==> src/rtl/msg_pkg.sv <==
`default_nettype none
// ==========================================================================
// Module : msg_pkg
// Brief  : Marker/flag codes and framer state encoding shared by all framers.
// Rev    : 1.0
// ==========================================================================
package msg_pkg;

  localparam logic [7:0] MARKER_MASTER        = 8'h7E;
  localparam logic [7:0] FLAG_BOARD_TIME_CODE = 8'h54;
  localparam logic [7:0] FLAG_TELEMETRY       = 8'h55;
  localparam logic [7:0] FLAG_STATUS          = 8'h56;

  typedef enum logic [1:0] {
    ST_IDLE  = 2'd0,
    ST_ISSUE = 2'd1,
    ST_HOLD  = 2'd2
  } state_t;

  // Index width for an n-entry select; never collapses to zero bits.
  function automatic int unsigned idx_width(input int unsigned n);
    return (n <= 1) ? 1 : $clog2(n);
  endfunction

endpackage
`default_nettype wire

==> src/rtl/edge_det.sv <==
`default_nettype none
// ==========================================================================
// Module : edge_det
// Brief  : Single-bit rise/fall detector against a registered copy of i_d.
// Rev    : 1.0
// ==========================================================================
module edge_det (
  input  logic clk,
  input  logic rst,
  input  logic i_d,
  output logic o_rise,
  output logic o_fall
);

  logic r_d;

  always_ff @(posedge clk) begin
    if (rst) r_d <= 1'b0;
    else     r_d <= i_d;
  end

  assign o_rise = i_d & ~r_d;
  assign o_fall = ~i_d & r_d;

endmodule
`default_nettype wire

==> src/rtl/msg_framer.sv <==
`default_nettype none
// ==========================================================================
// Module : msg_framer
// Brief  : Frames a latched payload as MARKER, FLAG, LEN, payload, [CSUM].
// Rev    : 1.0
// ==========================================================================
module msg_framer
  import msg_pkg::*;
#(
  parameter int unsigned PL_BYTES = 5,
  parameter logic [7:0]  FLAG     = FLAG_BOARD_TIME_CODE,
  parameter logic [7:0]  MARKER   = MARKER_MASTER,
  parameter bit          CSUM_EN  = 1'b0
) (
  input  logic                  clk,
  input  logic                  rst,
  input  logic                  ld,
  input  logic [8*PL_BYTES-1:0] pl,
  input  logic                  tx_en,
  input  logic                  cd_busy,
  output logic [7:0]            q,
  output logic                  q_rdy,
  output logic                  msg_end,
  output logic                  busy,
  output logic                  ovf
);

  localparam int unsigned      c_CW       = $clog2(PL_BYTES + 6);
  localparam int unsigned      c_PW       = idx_width(PL_BYTES);
  localparam int unsigned      c_CS       = CSUM_EN ? 1 : 0;
  localparam logic [15:0]      c_LEN      = 16'(PL_BYTES + c_CS);
  localparam logic [c_CW-1:0]  c_LAST     = c_CW'(3 + PL_BYTES + c_CS);
  localparam logic [c_CW-1:0]  c_PAY_LAST = c_CW'(3 + PL_BYTES);

  state_t                     r_state, w_state_nx;
  logic [c_CW-1:0]            r_idx, w_idx_nx;
  logic [7:0]                 r_q, w_q_nx;
  logic [7:0]                 r_csum, w_csum_nx;
  logic                       r_pend, w_pend_nx;
  logic                       r_msg_end, w_msg_end_nx;
  logic                       r_ovf, w_ovf_nx;
  logic [PL_BYTES-1:0][7:0]   r_shadow;
  logic [PL_BYTES-1:0][7:0]   r_work;

  logic                       w_rise, w_fall, w_start;
  logic [c_PW-1:0]            w_pidx;
  logic [7:0]                 w_pay, w_byte;

  edge_det u_cd_edge (
    .clk    (clk),
    .rst    (rst),
    .i_d    (cd_busy),
    .o_rise (w_rise),
    .o_fall (w_fall)
  );

  assign w_start = (r_state == ST_IDLE) & tx_en & r_pend;

  // Byte 0 of the payload sits in the top lane of the working register.
  always_comb begin
    w_pidx = c_PW'(w_idx_nx - c_CW'(4));
    w_pay  = r_work[c_PW'(PL_BYTES - 1) - w_pidx];
    case (w_idx_nx)
      c_CW'(0): w_byte = MARKER;
      c_CW'(1): w_byte = FLAG;
      c_CW'(2): w_byte = c_LEN[15:8];
      c_CW'(3): w_byte = c_LEN[7:0];
      default:  w_byte = (w_idx_nx <= c_PAY_LAST) ? w_pay : r_csum;
    endcase
  end

  always_comb begin
    w_state_nx   = r_state;
    w_idx_nx     = r_idx;
    w_csum_nx    = r_csum;
    w_msg_end_nx = 1'b0;
    w_ovf_nx     = ld & r_pend & ~w_start;
    w_pend_nx    = ld | (r_pend & ~w_start);

    case (r_state)
      ST_IDLE: begin
        if (w_start) begin
          w_state_nx = ST_ISSUE;
          w_idx_nx   = '0;
          w_csum_nx  = '0;
        end
      end
      ST_ISSUE: begin
        if (!tx_en) begin
          w_state_nx = ST_IDLE;
          w_idx_nx   = '0;
        end else if (w_rise) begin
          w_state_nx = ST_HOLD;
          if ((r_idx != '0) && (r_idx <= c_PAY_LAST)) w_csum_nx = r_csum + r_q;
        end
      end
      ST_HOLD: begin
        // HOLD is only entered on a rise, so the first low sample is a fall.
        if (!tx_en) begin
          w_state_nx = ST_IDLE;
          w_idx_nx   = '0;
        end else if (w_fall) begin
          if (r_idx == c_LAST) begin
            w_state_nx   = ST_IDLE;
            w_idx_nx     = '0;
            w_msg_end_nx = 1'b1;
          end else begin
            w_state_nx = ST_ISSUE;
            w_idx_nx   = r_idx + c_CW'(1);
          end
        end
      end
      default: begin
        w_state_nx = ST_IDLE;
        w_idx_nx   = '0;
      end
    endcase

    if (w_state_nx == ST_IDLE)
      w_q_nx = 8'h00;
    else if ((w_state_nx == ST_ISSUE) && (r_state != ST_ISSUE))
      w_q_nx = w_byte;
    else
      w_q_nx = r_q;
  end

  always_ff @(posedge clk) begin
    if (rst) begin
      r_state   <= ST_IDLE;
      r_idx     <= '0;
      r_q       <= 8'h00;
      r_csum    <= 8'h00;
      r_pend    <= 1'b0;
      r_msg_end <= 1'b0;
      r_ovf     <= 1'b0;
    end else begin
      r_state   <= w_state_nx;
      r_idx     <= w_idx_nx;
      r_q       <= w_q_nx;
      r_csum    <= w_csum_nx;
      r_pend    <= w_pend_nx;
      r_msg_end <= w_msg_end_nx;
      r_ovf     <= w_ovf_nx;
    end
  end

  // Payload registers carry no reset; pending alone says whether they matter.
  always_ff @(posedge clk) begin
    if (ld)      r_shadow <= pl;
    if (w_start) r_work   <= r_shadow;
  end

  assign q       = r_q;
  assign q_rdy   = (r_state == ST_ISSUE);
  assign busy    = (r_state != ST_IDLE);
  assign msg_end = r_msg_end;
  assign ovf     = r_ovf;

endmodule
`default_nettype wire

==> config.mk <==
export PLATFORM = sky130hd
export DESIGN_NAME = msg_framer
export DESIGN_NICKNAME = d
export VERILOG_FILES = /design/src/rtl/msg_pkg.sv /design/src/rtl/edge_det.sv /design/src/rtl/msg_framer.sv
export SDC_FILE = /design/constraint.sdc
export NUM_CORES = 1
export LEC_CHECK = 0
export ABC_AREA = 1
export CORE_MARGIN = 3
export CORE_UTILIZATION = 55
export DETAILED_ROUTE_END_ITERATION = 6
export GPL_ROUTABILITY_DRIVEN = 0
export PLACE_DENSITY = 0.76
export SLEW_MARGIN = 15
export SYNTH_ARGS = -nofsm -noshare
export SYNTH_HDL_FRONTEND = slang
export SYNTH_SLANG_ARGS = --single-unit
export TNS_END_PERCENT = 1
==> constraint.sdc <==
create_clock -name clk -period 2.9 [get_ports clk]
set_clock_uncertainty 0.2 [all_clocks]
set_input_delay 0.29 -clock clk [delete_from_list [all_inputs] [get_ports clk]]
set_output_delay 0.29 -clock clk [all_outputs]
set_load 0.1 [all_outputs]
# --- Word-level counts from Yosys, hierarchy flattened ---
# Index checks and enable logic that the tools add are counted.
word_totals:
  ff_bits: 106
  wordCells: 85
  in_bits: 45
  output_inout_bits: 12
op_classes:
  order_cmp: 3
  eq_ne: 12
  reduce_logical: 11
  bitwise_logic: 14
  mux: 23
  addsub: 4
op_table:
  columns: ["operator", "count"]
  rows:
  - ["$mux 8", 6]
  - ["$pmux 8 s4", 1]
  - ["$bmux 8 s3", 1]
  - ["$mux 4", 5]
  - ["$pmux 8 s2", 1]
  - ["$pmux 4 s3", 1]
  - ["$mux 2", 5]
  - ["$add 8x8->8", 1]
  - ["$eq 4x2->1 const B", 2]
  - ["$le 4x4->1 const B", 2]
  - ["$and 1x1->1", 7]
  - ["$ne 2x1->1 const B", 3]
  - ["$not 1->1", 6]
  - ["$pmux 2 s3", 1]
  - ["$reduce_and 5->1", 1]
  - ["$add 4x1->4 const B", 1]
  - ["$eq 2x1->1 const B", 2]
  - ["$eq 4x1->1 const B", 1]
  - ["$eq 4x4->1 const B", 1]
  - ["$logic_not 2->1", 2]
  - ["$logic_not 4->1", 1]
  - ["$lt 3x4->1 const B", 1]
  - ["$ne 2x2->1 const B", 2]
  - ["$reduce_bool 2->1", 2]
  - ["other kinds (9)", 11]

# --- Longest topological paths before layout ---
depth:
  depth_word: 11
  depth_mapped: 19
  mapped_depth_nobuf: 17

# --- Cells and area by module ---
# From an unflattened synthesis, not the netlist that was laid out.
unflattened:
  hier_cells: 442
  hier_area_um2: 4594.4
by_module_without_submodules:
  columns: ["module", "seq_area_each_um2", "instances", "area_each_um2", "cells_per_inst"]
  rows:
  - ["msg_framer", 2902.8, 1, 4555.6, 436]
  - ["edge_det", 20.0, 1, 38.8, 6]

# --- Least setup slack after synthesis ---
# Ideal clock, no wire load.
synth_timing:
  path_type: "register to register"
  from: "reg r_state[0]"
  to: "reg r_q[1], in the netlist q[1]"
  period_less_slack_ns: 3.013
  path_stages_with_launch: 16
  path_slack_ns: -0.113
  path_buffers: 1
  arrival_time_ns: 2.742
  path_cell_list: "dfxtp_1 inv_1 nor2_4 inv_2 nand3_1 nand3_2 nand2_4 buf_6 inv_1 ha_1 or2_2 o31ai_4 o21ai_1 inv_1 nand2_1 a21oi_1"
synth_via:
  word_cells_on_any_way: 29
  cone_classes: "add/sub (2); order compare (1); eq/ne (7); mux (12); bitwise (2); reduce/logical (5)"
synth_lines:
  columns: ["element", "line", "text"]
  rows:
  - ["start: declaration", "msg_framer.sv:35", "state_t r_state, w_state_nx;"]
  - ["start signal: assignment", "msg_framer.sv:137", "r_state <= w_state_nx;"]
  - ["$eq 2x1->1 (*)", null, null]
  - ["via q_rdy", "msg_framer.sv:22", "output logic q_rdy,"]
  - ["$pmux 4 s3 (*)", "msg_framer.sv:80", "case (r_state)"]
  - ["via w_idx_nx[0]", "msg_framer.sv:36", "logic [c_CW-1:0] r_idx, w_idx_nx;"]
  - ["$sub 3x3->3", "msg_framer.sv:61", "w_pidx = c_PW'(w_idx_nx - c_CW'(4));"]
  - ["$sub 3x3->3", "msg_framer.sv:62", "w_pay = r_work[c_PW'(PL_BYTES - 1) - w_pidx];"]
  - ["$bmux 8 s3", "msg_framer.sv:62", null]
  - ["$mux 8 (implied by the code)", "msg_framer.sv:62", null]
  - ["$mux 8", "msg_framer.sv:68", "default: w_byte = (w_idx_nx <= c_PAY_LAST) ? w_pay : r_csum;"]
  - ["$pmux 8 s4 (*)", "msg_framer.sv:63", "case (w_idx_nx)"]
  - ["end signal: assignment", "msg_framer.sv:139", "r_q <= w_q_nx;"]
  - ["end: declaration", "msg_framer.sv:37", "logic [7:0] r_q, w_q_nx;"]
# The timed path passes the listed nets; every way through them passes the cells marked *. The select of a mux whose other input is x is not followed.
# A chain may end at the register's enable or synchronous reset.

# --- Final worst setup path ---
layout_timing:
  from: "reg r_idx[0]"
  to: "reg r_q[1], in the netlist q[1]"
layout_via:
  elab_chain_len: 11
  word_cells_on_any_way: 27
  cone_classes: "add/sub (3); order compare (1); eq/ne (5); mux (14); reduce/logical (4)"
layout_lines:
  columns: ["element", "line", "text"]
  rows:
  - ["start: declaration", "msg_framer.sv:36", null]
  - ["start signal: assignment", "msg_framer.sv:138", "r_idx <= w_idx_nx;"]
  - ["$add 4x1->4 / $eq 4x4->1 (equally long branches)", "msg_framer.sv:109, msg_framer.sv:103", null]
  - ["$mux 4", "msg_framer.sv:103", "if (r_idx == c_LAST) begin"]
  - ["$mux 4", "msg_framer.sv:102", "end else if (w_fall) begin"]
  - ["$mux 4", "msg_framer.sv:99", "if (!tx_en) begin"]
  - ["$pmux 4 s3", "msg_framer.sv:80", null]
  - ["$sub 3x3->3", "msg_framer.sv:61", null]
  - ["$sub 3x3->3", "msg_framer.sv:62", null]
  - ["$bmux 8 s3", "msg_framer.sv:62", null]
  - ["$mux 8 (implied by the code)", "msg_framer.sv:62", null]
  - ["$mux 8", "msg_framer.sv:68", null]
  - ["$pmux 8 s4", "msg_framer.sv:63", null]
# Parallel ways exist; a longest one is shown, timed or not. The select of a mux whose other input is x is not followed.

==> run metrics <==
clk buf depth=2; layout cells sized above 1=14.5%; Yosys reg bits=106; CP Data Arrival Time=2780 ps; Synth Instances=436; largest family of logic cells by synthesized area=simple AND/OR/NAND/NOR gates; asr flop ratio synth=0%; post-cts sizing count=0; number of enable flip-flop cells after synthesis=80; Die H=97.5 um; grt total ovfl=0; Die Area=0.00951 sq mm; Initial Util=58.1%; Slew Limit Fails=0; CTS tree=yes; maximum VDD drop=387 uV; Die X=97.5 um; post-synthesis simple-gate area fraction=19.8%; Hold Slack=212 ps; Startpoint Class=flop; final core occ=69.6%; Max FO, Critical Path=9; Synth Area in Compound Gates=7.63%; n_diodes=0; Critical Path RT=2980 ps; Final period util=92.9%; crit path time final=2690 ps; total wire length=8330 um; Vias=3187; post-synthesis cell area=0.00461 sq mm; Max-Slew Margin vs Limit=60.0%; # port buffers=56; Total GRT Usage=18.3%; Synth Area in Adders=3.97%; Mapped Nets=495; max cap viols=0; Layout area overhead=19.9%; FILL cells=580; hold worst-path end=r_work[4]$_DFFE_PP_; R2R cell count=15; Fmax=371 MHz; Worst setup EP type=flop; CTS Sinks=106; Core Box Area=0.00793 sq mm; Synth cell types=35; Top FF cell, synth=edfxtp_1; vias in the first global route=3102; num rows=32; initial antenna violation count=0; drc violations=0; Reg-to-Reg Start=r_idx[0]$_SDFF_PP0_; drt via density=5.22; PD cells=498 mW/mm^2; first-pass GRT wire length=14200 um; CP startpoint=r_idx[0]$_SDFF_PP0_; leakage=2.30 nW; Tightest Pin Transition=600 ps; Synthesis Warnings=0; routed len/inst=13.6 um; R2R Setup Slk=210 ps; clk_lat worst skew=360 ps; hold depth=0; status=finished clean; first-pass detailed-route iteration total=4; Setup-failing EPs final=0; register area=0.00293 sq mm; clock transition at the registers of the reported paths=100 ps; setup tns final=0 ps; drt initial violations=197; clock buffer count from CTS=9; Multi-input gate area=0.00150 sq mm; setup bufs post-CTS=0; post-route antenna net violation count=0; Hold WC Path Type=reg2reg; Hold Buf Count CTS=0; Clk Tree Root Cell=clkbuf_8; RR Endpoint=q[1]$_SDFFE_PP0P_; XOR/XNOR Fraction of Synth Area=0.380%; H-tree lvl count=3; Syn Area/Cell=10.6 sq um; largest net degree at the start of global routing=41; Post-DP HPWL=6160 um; multiplexer share of the synthesized area=0%; critical path class=reg2reg; Final nets=564; num ports=57; register area share after synthesis=63.4%; HP Start=r_shadow[4]$_DFFE_PP_; Hold Fails Final Rpt=0
==> cells in the final DEF, fill, tap and decap left out, types with 8 or more instances in the layout <==
cell             count
buf_4               23
o21ai_1              8
nor2_1              50
dfxtp_1             22
edfxtp_1            80
nand3_1             28
nand2_1             80
ha_1                12
clkbuf_8             9
a21oi_1             31
clkdlybuf4s50_1     43
inv_1               39
o21ai_0             21
==> cell families (layout without fill, tap and decap cells) <==
family / after synthesis / count (layout)
simple gates: 196 / 196
flops: 106 / 106
compound gates: 65 / 65
buf+inv: 53 / 126
fa+ha+maj: 14 / 14
xor+xnor: 2 / 2
==> sequential cells by signal (all words and copies together) (netlist names) <==
register	flops
msg_end	1
ovf	1
q	8
r_csum	8
r_idx	4
r_pend	1
r_shadow	40
r_state	2
r_work	40
u_cd_edge.r_d	1
==> through the flow <==
stage,cells,area (sq um),setup slack (ps),power (mW)
2_1_floorplan,436,4630,18.0,1.84
3_3_place_gp,596,5320,31.1,1.94
3_5_place_dp,596,5320,-13.7,1.95
4_1_cts,611,5510,40.9,2.78
5_1_grt,611,5520,-17.6,2.87
6_report,611,5520,207,2.75
==> metal layers <==
layer / GRT usage [%] / share of wire (%) / vias up
met3: 3.73 / 4.9 / 15
li1: - / - / 1620
met4: 6.60 / 1.5 / 0
met1: 23.8 / 45 / 1464
met5: 0 / 0 / -
met2: 30.6 / 49 / 88
==> cell usage after synthesis (4+ instances only) <==
master / count / share of area [%]
ha_1: 13 / 3.5
nor2_2: 4 / 0.54
dfxtp_1: 26 / 11
inv_1: 39 / 3.2
nand2_2: 4 / 0.54
o21ai_1: 8 / 0.87
nand3b_1: 6 / 0.98
edfxtp_1: 80 / 52
a21oi_1: 31 / 3.4
buf_2: 4 / 0.43
nand3_1: 31 / 3.4
inv_2: 4 / 0.33
nand4_1: 4 / 0.54
nand2_1: 81 / 6.6
nor2_1: 50 / 4.1
o21ai_0: 21 / 2.3
==> layout make-up <==
cell class,count,share of cell area (%)
well taps,102,2.31
clock buffers,9,2.24
inverters,43,2.92
multi-input cells,277,27.1
flip-flops and latches,106,53.0
clock inverters,6,1.04
repair buffers,68,11.4
==> report_power, final <==
part           total (mW)  internal (mW)  switching [mW]
clock               0.839          0.329           0.510
combinational       0.174         0.0798          0.0944
sequential           1.74           1.71          0.0222
==> how the worst max path moves through the flow <==
stage	endpoint	cells after the start
floorplan	q[1]$_SDFFE_PP0P_	15
global placement	q[1]$_SDFFE_PP0P_	16
detailed placement	q[1]$_SDFFE_PP0P_	16
CTS	q[1]$_SDFFE_PP0P_	15
global route	q[4]$_SDFFE_PP0P_	15
finish	q[1]$_SDFFE_PP0P_	15
==> worst max-delay path, cell delays in order (launching register included) <==
cell and delay (ps):
dfxtp_2 370, inv_1 80, ha_1 230, nand3_2 110, nand3_2 90, nand2_2 100
nand3_4 90, nand2_4 120, inv_1 90, ha_2 210, or2_4 270, o31ai_4 270
o21ai_1 120, inv_1 90, nand2_1 50, a21oi_1 120
(Power assumes the default switching activity.)
